`config.mk`:
```
export PLATFORM = sky130hd
export DESIGN_NAME = fp_mul_arbiter
export DESIGN_NICKNAME = d
export VERILOG_FILES = /design/src/rtl/fp_mul_arbiter.sv
export SDC_FILE = /design/constraint.sdc
export NUM_CORES = 1
export LEC_CHECK = 0
export BUFFER_PORTS_ARGS = -buffer_cell sky130_fd_sc_hd__buf_2
export CORE_MARGIN = 1
export CORE_UTILIZATION = 40
export DETAILED_ROUTE_END_ITERATION = 10
export PLACE_DENSITY = 0.71
export SLEW_MARGIN = 20
export SYNTH_ARGS = -nofsm -noshare
export SYNTH_HDL_FRONTEND = slang
export SYNTH_SLANG_ARGS = --single-unit
```
`constraint.sdc`:
```
create_clock -name clk -period 4.6 [get_ports clk]
set_input_delay 0.46 -clock clk [delete_from_list [all_inputs] [get_ports clk]]
set_output_delay 0.46 -clock clk [all_outputs]
set_load 0.01 [all_outputs]
```
`src/rtl/fp_mul_arbiter.sv`:
```
// Round-robin (or fixed-priority with FP_MUL_ARB_FIXED_PRIO_EN) sharing of one pipelined
// multiplier; credit-gated issue, tag tracking through LAT cycles, FWFT response FIFO.
module fp_mul_arbiter #(
   parameter int N          = 16,
   parameter int NUM_REQ    = 4,
   parameter int LAT        = 3,
   parameter int FIFO_DEPTH = 8,
   localparam int ID_W      = (NUM_REQ > 1) ? $clog2(NUM_REQ) : 1
) (
   input  logic                 clk,
   input  logic                 rst,
   input  logic [NUM_REQ-1:0]   req_valid,
   output logic [NUM_REQ-1:0]   req_ready,
   input  logic [NUM_REQ*N-1:0] req_a,
   input  logic [NUM_REQ*N-1:0] req_b,
   output logic [N-1:0]         mul_a,
   output logic [N-1:0]         mul_b,
   input  logic [N-1:0]         mul_result,
   output logic                 resp_valid,
   input  logic                 resp_ready,
   output logic [N-1:0]         resp_data,
   output logic [ID_W-1:0]      resp_id,
   output logic                 busy
);
   localparam int CNT_W = $clog2(FIFO_DEPTH + 1);
   localparam int AW    = (FIFO_DEPTH > 1) ? $clog2(FIFO_DEPTH) : 1;

   function automatic logic [ID_W-1:0] next_id(input logic [ID_W-1:0] id);
      return (id == ID_W'(NUM_REQ - 1)) ? '0 : id + 1'b1;
   endfunction

   function automatic logic [AW-1:0] next_addr(input logic [AW-1:0] addr);
      return (addr == AW'(FIFO_DEPTH - 1)) ? '0 : addr + 1'b1;
   endfunction

   logic [N-1:0]     req_a_arr [NUM_REQ];
   logic [N-1:0]     req_b_arr [NUM_REQ];
   logic [ID_W-1:0]  grant_id;
   logic [ID_W-1:0]  search_idx;
   logic             grant_any;
   logic             credit_ok;
   logic             xfer;
   logic [CNT_W-1:0] inflight_cnt_reg, inflight_cnt_next;
   logic [CNT_W-1:0] fifo_cnt_reg, fifo_cnt_next;
   logic [LAT:0]     tag_valid_reg;
   logic [ID_W-1:0]  tag_id_reg [LAT+1];
   logic [N-1:0]     mul_a_reg, mul_b_reg;
   logic [N-1:0]     data_mem [FIFO_DEPTH];
   logic [ID_W-1:0]  id_mem [FIFO_DEPTH];
   logic [AW-1:0]    wr_ptr_reg, rd_ptr_reg;
   logic             fifo_push, fifo_pop;

   genvar gi;
   generate
      for (gi = 0; gi < NUM_REQ; gi++) begin : g_req
         assign req_a_arr[gi] = req_a[gi*N +: N];
         assign req_b_arr[gi] = req_b[gi*N +: N];
         assign req_ready[gi] = xfer && (grant_id == ID_W'(gi));
      end
   endgenerate

`ifdef FP_MUL_ARB_FIXED_PRIO_EN
   always_comb begin
      grant_id   = '0;
      grant_any  = 1'b0;
      search_idx = '0;
      for (int k = 0; k < NUM_REQ; k++) begin
         if (!grant_any && req_valid[search_idx]) begin
            grant_id  = search_idx;
            grant_any = 1'b1;
         end
         search_idx = next_id(search_idx);
      end
   end
`else
   logic [ID_W-1:0] ptr_reg;

   // Search begins one past the last winner so every requester gets a turn.
   always_comb begin
      grant_id   = '0;
      grant_any  = 1'b0;
      search_idx = next_id(ptr_reg);
      for (int k = 0; k < NUM_REQ; k++) begin
         if (!grant_any && req_valid[search_idx]) begin
            grant_id  = search_idx;
            grant_any = 1'b1;
         end
         search_idx = next_id(search_idx);
      end
   end

   always_ff @(posedge clk) begin
      if (rst)       ptr_reg <= ID_W'(NUM_REQ - 1);
      else if (xfer) ptr_reg <= grant_id;
   end
`endif

   // The multiplier cannot stall, so every in-flight op must already own a FIFO slot.
   assign credit_ok = ({1'b0, inflight_cnt_reg} + {1'b0, fifo_cnt_reg}) < (CNT_W+1)'(FIFO_DEPTH);
   assign xfer      = grant_any && credit_ok;
   assign fifo_push = tag_valid_reg[LAT];
   assign fifo_pop  = resp_valid && resp_ready;

   always_ff @(posedge clk) begin
      if (rst) begin
         mul_a_reg <= '0;
         mul_b_reg <= '0;
      end else if (xfer) begin
         mul_a_reg <= req_a_arr[grant_id];
         mul_b_reg <= req_b_arr[grant_id];
      end
   end

   always_ff @(posedge clk) begin
      if (rst) begin
         tag_valid_reg <= '0;
         for (int s = 0; s <= LAT; s++) tag_id_reg[s] <= '0;
      end else begin
         tag_valid_reg <= {tag_valid_reg[LAT-1:0], xfer};
         tag_id_reg[0] <= grant_id;
         for (int s = 1; s <= LAT; s++) tag_id_reg[s] <= tag_id_reg[s-1];
      end
   end

   always_comb begin
      inflight_cnt_next = inflight_cnt_reg;
      if (xfer && !fifo_push)      inflight_cnt_next = inflight_cnt_reg + 1'b1;
      else if (!xfer && fifo_push) inflight_cnt_next = inflight_cnt_reg - 1'b1;
      fifo_cnt_next = fifo_cnt_reg;
      if (fifo_push && !fifo_pop)      fifo_cnt_next = fifo_cnt_reg + 1'b1;
      else if (!fifo_push && fifo_pop) fifo_cnt_next = fifo_cnt_reg - 1'b1;
   end

   always_ff @(posedge clk) begin
      if (rst) begin
         inflight_cnt_reg <= '0;
         fifo_cnt_reg     <= '0;
         wr_ptr_reg       <= '0;
         rd_ptr_reg       <= '0;
      end else begin
         inflight_cnt_reg <= inflight_cnt_next;
         fifo_cnt_reg     <= fifo_cnt_next;
         if (fifo_push) wr_ptr_reg <= next_addr(wr_ptr_reg);
         if (fifo_pop)  rd_ptr_reg <= next_addr(rd_ptr_reg);
      end
   end

   always_ff @(posedge clk) begin
      if (fifo_push) begin
         data_mem[wr_ptr_reg] <= mul_result;
         id_mem[wr_ptr_reg]   <= tag_id_reg[LAT];
      end
   end

   assign mul_a      = mul_a_reg;
   assign mul_b      = mul_b_reg;
   assign resp_valid = (fifo_cnt_reg != '0);
   assign resp_data  = resp_valid ? data_mem[rd_ptr_reg] : '0;
   assign resp_id    = resp_valid ? id_mem[rd_ptr_reg] : '0;
   assign busy       = (inflight_cnt_reg != '0) || (fifo_cnt_reg != '0);
endmodule

```
==> flow_metrics.env <==
export IMPL_status="completed"
export IMPL_rows=55
export IMPL_cp_required_ps=4140
export IMPL_cp_arrival_ps=2930
export IMPL_coreArea_um2=22800
export IMPL_avgSynthCellArea_um2=12.4
export IMPL_drt_iter0_drc=273
export IMPL_hpwl_um=13900
export IMPL_slew_viol_final=0
export IMPL_cts_max_level=1
export IMPL_synthCells=753
export IMPL_clk_pin_slew_ps=60
export IMPL_finalSetupTns_ps=0
export IMPL_largest_reg_flops=128
export IMPL_cts_sinks=207
export IMPL_syn_cell_area_um2=9370
export IMPL_crit_path_start_kind="flip-flop"
export IMPL_skew_ps=15.4
export IMPL_io_pins=207
export IMPL_leakagePower_nw=4.49
export IMPL_final_common_cell="buf_2"
export IMPL_cts_tree="yes"
export IMPL_timing_fmax_mhz=295
export IMPL_die_h_um=155
export IMPL_endpoint_kind="output pin"
export IMPL_async_reset_ff_share_pct=0
export IMPL_hold_buffers=0
export IMPL_grt_max_degree=81
export IMPL_routedWlPerCell_um=17.1
export IMPL_yosys_register_bits=207
export IMPL_fp_dieW_um=155
export IMPL_drc=0
export IMPL_regToRegSetupSlack_ps=1240
export IMPL_synth_top_flop_cell="edfxtp_1"
export IMPL_synth_fp_nets=920
export IMPL_r2r_start="fifo_cnt_reg[1]"
export IMPL_worstPathCellList="ha_1 > nand2b_1 > a21o_1 > buf_4 > and3_1 > nand2_1 > nor2_1 > buf_2"
export IMPL_routed_via_density=5.26
export IMPL_nets=1113
export IMPL_ant_nets=0
export IMPL_ys_warn_count=0
export IMPL_place_ws_ps=1240
export IMPL_worstPathMaxFanout=42
export IMPL_totalWireLength_um=21900
export IMPL_worst_slack_ps=1210
export IMPL_hp_class="in2reg"
export IMPL_yosys_area_top_type="edfxtp_1"
export IMPL_post_cts_resized=0
export IMPL_min_to="data_mem[6][6]"
export IMPL_cap_violations=0
export IMPL_min_delay_start="mul_result[6]"
export IMPL_antenna_found_initial=1
export IMPL_min_period_ps=3390
export IMPL_root_buffer="clkbuf_16"
export IMPL_setup_viol=0
export IMPL_gp_congestion=0.810
export IMPL_grt_overflow_total=0
export IMPL_grt_pass1_wl_um=33800
export IMPL_worstMarginPinSlew_ps=1070
export IMPL_clkLatencyLatePin_ps=510
export IMPL_layout_drive_gt1_share_pct=31.6
export IMPL_regMostFlops="data_mem"
export IMPL_synth_edf_count=144
export IMPL_rsz0062_at_grt="false"
export IMPL_via_count=6709
export IMPL_numCtsBuffers=23
export IMPL_cts_setup_buffers=0
export IMPL_slowest_delay_ps=560
export IMPL_dr_pass1_iters=6
export IMPL_slew_headroom_pct=28.2
export IMPL_finalCritPeriodShare_pct=73.8
export IMPL_r2r_end="inflight_cnt_reg[3]"
export IMPL_synth_top_area_share_pct=46.2
export IMPL_min_path_cells=1
export IMPL_ir_drop_mv=0.260
export IMPL_syn_to_final_growth_pct=22.2
export IMPL_powerDensity_nw_per_um2=555
export IMPL_path_class="reg2out"
export IMPL_final_cell_mix="206 x buf_2, 144 x edfxtp_1, 69 x nand2_1"
export IMPL_start_util_pct=41.1
export IMPL_hold_violations=0
export IMPL_cts_buffer_depth=3
export IMPL_ys_top_cells_by_area="edfxtp_1 46%, dfxtp_1 13%, mux4_2 8.7%"
export IMPL_grt_util_all_layers_pct=18.1
export IMPL_io_buffer_count=206
export IMPL_ys_types=43
export IMPL_ys_seq_area_share_pct=59.6
export IMPL_die_area_um2=24000
export IMPL_grt_pass1_vias=6611
export IMPL_reg2regPathDepth=12
export IMPL_cp_slowest_cell="dfxtp_1"
-- power breakdown --
part | switching, mW | internal, mW | leakage (nW)
clock | 0.717 | 0.987 | 0.343
sequential | 0.193 | 2.19 | 1.82
combinational | 1.29 | 0.974 | 2.32
-- cells by family (layout without fill, tap and decap cells) --
logic type               after synthesis  after routing  share of synthesized area, %
adder cells (fa/ha/maj)               16             16                          2.30
XOR/XNOR                               6              6                         0.561
other                                  0              1                             0
flip-flops                           207            207                          59.6
AO/OA/AOI/OAI                        138            138                          9.20
AND/OR/NAND/NOR                      202            202                          10.3
buffers and inverters                101            310                          4.37
multiplexers                          83             83                          13.7
-- per-layer routing --
| metal | vias to the layer above | GRT usage, % | routed length [um] |
|---|---|---|---|
| met4 | 0 | 4.76 | 362 |
| li1 | 3209 | - | - |
| met2 | 238 | 33.2 | 11100 |
| met3 | 26 | 3.43 | 1240 |
| met1 | 3236 | 21.7 | 9130 |
| met5 | - | 0 | 0 |
-- critical path, delay by kind of cell (launching register included) --
family	cells	cell delay, ps
flops	1	560
buf+inv	2	540
compound gates	1	120
simple gates	4	780
fa+ha+maj	1	410
-- Yosys cell counts, types with 2 or more instances --
| library cell | n |
|---|---|
| edfxtp_1 | 144 |
| nand2_1 | 69 |
| dfxtp_1 | 63 |
| a31oi_1 | 60 |
| mux2i_1 | 47 |
| nor2_1 | 47 |
| nor3_1 | 46 |
| inv_1 | 44 |
| clkbuf_1 | 43 |
| o21ai_1 | 41 |
| mux4_2 | 36 |
| ha_1 | 14 |
| a21oi_1 | 12 |
| nand3b_1 | 12 |
| o221ai_1 | 12 |
| nor2b_1 | 10 |
| buf_2 | 9 |
| nand2b_1 | 4 |
| or3_1 | 4 |
| xnor2_1 | 4 |
| a21o_1 | 3 |
| buf_6 | 2 |
| fa_1 | 2 |
| nor4_1 | 2 |
| nor4b_1 | 2 |
| o21ai_0 | 2 |
| or3_4 | 2 |
| xor2_1 | 2 |
-- area by class of cell --
cell class	count	area (um^2)
fillers	1990	11300
flip-flops and latches	207	5590
multi-input cells	445	3430
repair buffers	224	1170
clock buffers	29	598
well taps	313	392
inverters	45	169
clock inverters	12	105
diodes	1	2.50
-- metrics by stage --
stage / power [mW] / area [um^2] / std cells / hold WS [ps] / utilization [%]
after floorplan: 4.01 / 9370 / 753 / 414 / -
after global placement: 4.67 / 10700 / 1234 / 417 / 47.1
after detailed placement: 4.71 / 10700 / 1234 / 427 / 47.1
after CTS: 6.43 / 11400 / 1275 / 194 / 50.2
after global routing: 6.73 / 11400 / 1276 / 206 / 50.2
final: 6.36 / 11400 / 1276 / 217 / 50.2
-- worst max-delay path by stage --
stage | from | to | slack (ps)
finish | ptr_reg[0] | req_ready[3] | 1210
global route | ptr_reg[0] | req_ready[3] | 1000
CTS | ptr_reg[0] | req_ready[3] | 1210
detailed placement | fifo_cnt_reg[1] | inflight_cnt_reg[3] | 1240
global placement | fifo_cnt_reg[1] | inflight_cnt_reg[3] | 1350
floorplan | inflight_cnt_reg[3] | inflight_cnt_reg[3] | 1650
Note: power is estimated with default switching activity, not from simulation.
